File: src/rtl/mem_stage_lsu.sv
// MEM-stage load/store unit: issues one registered request at a time to the data cache.
// It formats store and load data, and parks returned load data while the front end is stalled.
module mem_stage_lsu (
    input  logic        clk,
    input  logic        rst,
    input  logic [31:0] D_address,
    input  logic [31:0] Read_data_2_MEM,
    input  logic [2:0]  funct3_MEM,
    input  logic        Dcache_en,
    input  logic        Dcache_write,
    input  logic [31:0] alu_result_MEM,
    input  logic [31:0] PC_added_MEM,
    input  logic [4:0]  write_addr_MEM,
    input  logic [2:0]  WB_ctr_EXE_MEM,
    input  logic        Istall,
    output logic        dc_req,
    output logic        dc_we,
    output logic [31:0] dc_addr,
    output logic [31:0] dc_wdata,
    output logic [3:0]  dc_wstrb,
    input  logic [31:0] dc_rdata,
    input  logic        dc_valid,
    output logic        Dstall,
    output logic        misalign_MEM,
    output logic [31:0] mem_data_WB,
    output logic [31:0] alu_result_WB,
    output logic [31:0] PC_added_WB,
    output logic [4:0]  write_addr_WB,
    output logic [2:0]  WB_ctr_WB
);

    typedef enum logic [1:0] {IDLE, WAIT, HOLD} state_t;

    state_t      state, state_nxt;
    logic        mis_p0, issue_p0, wb_upd_p0;
    logic [1:0]  addr_lo_p1;
    logic [2:0]  f3_p1;
    logic        store_p1;
    logic [31:0] hold_p1;
    logic [31:0] fmt_p1;

    function automatic logic misaligned(input logic [2:0] f3, input logic [1:0] lo);
        logic m;
        case (f3[1:0])
            2'b01:   m = lo[0];
            2'b10:   m = |lo;
            default: m = 1'b0;
        endcase
        return m;
    endfunction

    function automatic logic [3:0] store_strb(input logic [2:0] f3, input logic [1:0] lo);
        logic [3:0] s;
        case (f3[1:0])
            2'b00:   s = 4'b0001 << lo;
            2'b01:   s = lo[1] ? 4'b1100 : 4'b0011;
            default: s = 4'b1111;
        endcase
        return s;
    endfunction

    function automatic logic [31:0] store_data(input logic [2:0] f3, input logic [31:0] d);
        logic [31:0] r;
        case (f3[1:0])
            2'b00:   r = {4{d[7:0]}};
            2'b01:   r = {2{d[15:0]}};
            default: r = d;
        endcase
        return r;
    endfunction

    // Sign extension goes through signed byte/half temporaries and a size cast.
    function automatic logic [31:0] load_data(input logic [2:0] f3, input logic [1:0] lo,
                                              input logic [31:0] rd);
        logic signed [7:0]  b;
        logic signed [15:0] h;
        logic [31:0]        r;
        b = rd[{lo, 3'b000} +: 8];
        h = lo[1] ? rd[31:16] : rd[15:0];
        case (f3)
            3'b000:  r = 32'(b);
            3'b001:  r = 32'(h);
            3'b100:  r = {24'd0, b};
            3'b101:  r = {16'd0, h};
            default: r = rd;
        endcase
        return r;
    endfunction

    // Stage p0: decode of the incoming MEM-stage access and FSM next state
    assign mis_p0   = misaligned(funct3_MEM, D_address[1:0]);
    assign issue_p0 = Dcache_en && !mis_p0;
    assign fmt_p1   = store_p1 ? 32'd0 : load_data(f3_p1, addr_lo_p1, dc_rdata);

    always_comb begin
        state_nxt    = state;
        Dstall       = 1'b0;
        misalign_MEM = 1'b0;
        if (!rst) begin
            case (state)
                IDLE: begin
                    misalign_MEM = Dcache_en && mis_p0;
                    if (issue_p0) begin
                        Dstall    = 1'b1;
                        state_nxt = WAIT;
                    end
                end
                WAIT: begin
                    if (dc_valid) state_nxt = Istall ? HOLD : IDLE;
                    else          Dstall    = 1'b1;
                end
                HOLD: begin
                    if (!Istall) state_nxt = IDLE;
                end
                default: state_nxt = IDLE;
            endcase
        end
    end

    assign wb_upd_p0 = !Istall && !Dstall;

    always_ff @(posedge clk) begin
        if (rst) state <= IDLE;
        else     state <= state_nxt;
    end

    // Stage p1: registered cache request and the access context needed to format the reply
    always_ff @(posedge clk) begin
        if (rst) begin
            dc_req   <= 1'b0;
            dc_we    <= 1'b0;
            dc_addr  <= 32'd0;
            dc_wdata <= 32'd0;
            dc_wstrb <= 4'd0;
        end else if (state == IDLE && issue_p0) begin
            dc_req   <= 1'b1;
            dc_we    <= Dcache_write;
            dc_addr  <= {D_address[31:2], 2'b00};
            dc_wdata <= Dcache_write ? store_data(funct3_MEM, Read_data_2_MEM) : 32'd0;
            dc_wstrb <= Dcache_write ? store_strb(funct3_MEM, D_address[1:0]) : 4'd0;
        end else if (state == WAIT && dc_valid) begin
            dc_req   <= 1'b0;
        end
    end

    always_ff @(posedge clk) begin
        if (state == IDLE && issue_p0) begin
            addr_lo_p1 <= D_address[1:0];
            f3_p1      <= funct3_MEM;
            store_p1   <= Dcache_write;
        end
    end

    always_ff @(posedge clk) begin
        if (rst)                                      hold_p1 <= 32'd0;
        else if (state == WAIT && dc_valid && Istall) hold_p1 <= fmt_p1;
    end

    // Stage p2: MEM/WB pipeline register
    always_ff @(posedge clk) begin
        if (rst) begin
            mem_data_WB   <= 32'd0;
            alu_result_WB <= 32'd0;
            PC_added_WB   <= 32'd0;
            write_addr_WB <= 5'd0;
            WB_ctr_WB     <= 3'd0;
        end else if (wb_upd_p0) begin
            if (state == WAIT && dc_valid) mem_data_WB <= fmt_p1;
            else if (state == HOLD)        mem_data_WB <= hold_p1;
            else                           mem_data_WB <= 32'd0;
            alu_result_WB <= alu_result_MEM;
            PC_added_WB   <= PC_added_MEM;
            write_addr_WB <= write_addr_MEM;
            WB_ctr_WB     <= {WB_ctr_EXE_MEM[2:1], WB_ctr_EXE_MEM[0] && !misalign_MEM};
        end
    end

endmodule
File: config.mk
export PLATFORM = sky130hd
export DESIGN_NAME = mem_stage_lsu
export DESIGN_NICKNAME = d
export VERILOG_FILES = /design/src/rtl/mem_stage_lsu.sv
export SDC_FILE = /design/constraint.sdc
export NUM_CORES = 1
export LEC_CHECK = 0
export CORE_ASPECT_RATIO = 0.75
export CORE_MARGIN = 2
export CORE_UTILIZATION = 43
export CTS_CLUSTER_DIAMETER = 100
export DETAILED_ROUTE_END_ITERATION = 8
export HOLD_SLACK_MARGIN = 0.12
export PLACE_DENSITY = 0.86
export SETUP_SLACK_MARGIN = 0.4
export SKIP_CTS_REPAIR_TIMING = 1
export SKIP_LAST_GASP = 1
export SLEW_MARGIN = 0
export SYNTH_ARGS = -nofsm -noshare
export SYNTH_HDL_FRONTEND = slang
export SYNTH_SLANG_ARGS = --single-unit
File: constraint.sdc
create_clock -name clk -period 2 [get_ports clk]
set_clock_uncertainty 0.05 [all_clocks]
set_input_delay 0.2 -clock clk [delete_from_list [all_inputs] [get_ports clk]]
set_output_delay 0.2 -clock clk [all_outputs]
set_load 0.05 [all_outputs]
==> impl_metrics.toml <==
[status]
outcome = "finished clean"

[global_route]
antenna_found_initial = 1
grt_pass1_wl_mm = 44.4
grt_use_met3_pct = 8.36
grt_use_total_pct = 25.5
grt_pass1_vias = 8663
busiest_layer = "met2"
use_met2_pct = 45.3
overflow = 0
grt_max_degree = 89
use_met1_pct = 28.8

[setup_path]
cp-start-kind = "register"
cp.arrival_ns = 2.28
reg2regPathDepth = 8
cp-startpoint = "addr_lo_p1[1]"
worst-setup-path-type = "register to register"
r2r_start = "addr_lo_p1[1]"
path_cells = "buf_4 > buf_12 > mux2_2 > a21oi_2 > buf_4 > a221oi_4 > a211oi_1 > nor3_1"
cp_max_fo = 9
cp_common_cell = "buf_4"
critPathMaxStageDelay_ns = 0.44
critical_path_required_ns = 2.29
endpoint_kind = "register"
cp_slowest_cell = "edfxtp_1"

[cts]
cts_max_level = 1
cts_made_buffers = 22
clk_pin_slew_ns = 0.06
clock_latency_ns = 0.50
cts_tree = "done"
clock_sinks = 212
cts_root_buf = "clkbuf_16"
clock_path_buffers = 3

[floorplan]
start_util_pct = 43.4
dieHeight_um = 127
core_area_mm2 = 0.0200
row_count = 45
fp.dieArea_mm2 = 0.0214
ios = 353
die_w_um = 168

[logic_synthesis]
ys.flop_type = "dfxtp_1"
synth_seq_cells = 212
synth_cell_types = 50
netlist_area_mm2 = 0.00871
synth_edf_count = 6
seq_area_frac_synth_pct = 49.4
synth_area_per_cell_um2 = 8.51
yosysWarnings = 0
synth_cells = 1023
async_flop_share_pct = 0

[layout]
fin_cells = 1700
nets = 1606
final.fill_count = 1335
layout-drive-gt1-share_pct = 16.6
final_cell_mix = "257 x nand2_1, 204 x dfxtp_1, 173 x clkdlybuf4s50_1, 172 x dlymetal6s2s_1, 138 x a21oi_1"
antenna_cells = 0
area_delta_synth_final_pct = 72.5
finalInstanceArea_mm2 = 0.0150
final_common_cell = "nand2_1"

[placement]
place_congestion = 0.907
io_buffers = 350
placedCellCount = 1620
place_hpwl_mm = 20.9
placed_cell_area_mm2 = 0.0130

[power]
p_leak_nw = 8.42
total_power_mw = 11.6
power_density_mw_per_mm2 = 771
ir_drop_v = 0.000576

[timing]
fin_crit_sh_pct = 99.6
hold_viol_final = 0
rsz0062_at_grt = "true"
slew_viol_final = 0
hold_ws_ns = 0.196
setup-violations-final = 0
worstMarginPinSlew_ns = 0.972
worst_slew_margin_rel_pct = 35.2
fmax_ghz = 0.502
period_needed_ns = 1.99

[worst_hold_path]
hold_path.startpoint = "D_address[10]"
whs_path_depth = 3
holdCritPathClass = "primary input to register"

[routing]
ant_nets = 0
post_drt_wl_per_cell_um = 19.3
via_per_inst = 5.51
vias = 9359
finalWirelength_mm = 32.8
post-route-drc-count = 0
drt-initial-drc-count = 716
dr.pass1.iters = 5

[run]
maxCapViolCount = 0
[cells by family after synthesis]
kind of cell	Yosys count	synth area share (%)
buffers and inverters	93	5.03
other	1	0.0431
multiplexers	42	5.14
AO/OA/AOI/OAI	284	21.8
AND/OR/NAND/NOR	388	18.1
adder cells (fa/ha/maj)	3	0.431
flip-flops	212	49.4
[cell type report]
class                           instances  area (µm²)  area share (%)
Tap cell                              258         323            2.15
Timing Repair Buffer                  462        5320            35.4
Clock buffer                           31         636            4.23
Multi-Input combinational cell        720        4340            28.9
Sequential cell                       212        4310            28.7
Inverter                                8        37.5           0.250
Clock inverter                          9        51.3           0.342
[worst max-delay path: cells and delay by family (launching register included)]
family / cells / cell delay (ns)
buffers and inverters: 3 / 0.48
AOI/OAI and AO/OA: 3 / 0.47
DFF: 1 / 0.44
muxes: 1 / 0.28
and+or+nand+nor: 1 / 0.09
[cell usage after synthesis, types with 2 or more instances]
cell type / instances / area (µm²)
nand2_1: 279 / 1050
dfxtp_1: 206 / 4120
a21oi_1: 148 / 741
clkbuf_1: 50 / 188
nor2_1: 40 / 150
nand3_1: 38 / 190
a211oi_1: 30 / 225
mux2i_1: 29 / 290
a22o_1: 24 / 210
o2bb2ai_1: 21 / 184
buf_4: 17 / 128
nor3_1: 15 / 75.1
o31ai_1: 15 / 113
buf_2: 14 / 70.1
mux2_2: 12 / 135
a22oi_1: 8 / 60.1
a221oi_2: 7 / 105
a2bb2oi_1: 7 / 61.3
inv_1: 7 / 26.3
edfxtp_1: 6 / 180
o211ai_1: 5 / 37.5
nand2b_1: 4 / 25.0
nor2b_1: 4 / 25.0
buf_1: 3 / 11.3
ha_1: 3 / 37.5
o21ai_0: 3 / 15.0
a21oi_2: 2 / 17.5
a31oi_1: 2 / 12.5
nand3b_1: 2 / 15.0
nor2_2: 2 / 12.5
[sequential cells by signal (all words and copies together), names as in the netlist, 3 cells and up]
| name | cells |
|---|---|
| PC_added_WB | 32 |
| WB_ctr_WB | 3 |
| alu_result_WB | 32 |
| dc_addr | 30 |
| dc_wdata | 32 |
| dc_wstrb | 4 |
| f3_p1 | 3 |
| hold_p1 | 32 |
| mem_data_WB | 32 |
| write_addr_WB | 5 |
[power breakdown]
group | total [mW] | internal, mW | switching, mW
logic | 3.07 | 1.30 | 1.77
registers | 4.60 | 4.47 | 0.127
clock network | 3.92 | 2.23 | 1.69
[metal layers]
metal | share of wire [%] | up-vias | wire length [µm]
met5 | 0 | - | 0
met4 | 3.9 | 0 | 1270
met3 | 8.6 | 90 | 2810
met2 | 50 | 446 | 16300
met1 | 38 | 4454 | 12400
li1 | - | 4369 | -
[through the flow]
stage / utilization, % / TNS (ns) / worst slack (ns)
floorplan: - / 0 / 0.211
global placement: 64.9 / -43.26 / -0.316
detailed placement: 64.9 / -52.57 / -0.362
CTS: 68.3 / -0.375 / -0.332
global route: 74.9 / -0.553 / -0.0886
finish: 74.9 / 0 / 0.00875
[worst paths after layout]
check,slack [ns],end
worst max-delay path,0.009,mem_data_WB[15]
worst min-delay path,0.20,dc_addr[10]
worst max register to register,0.009,mem_data_WB[15]
worst min register to register,0.40,dc_wstrb[3]
Power figures use the tool's default switching activity.
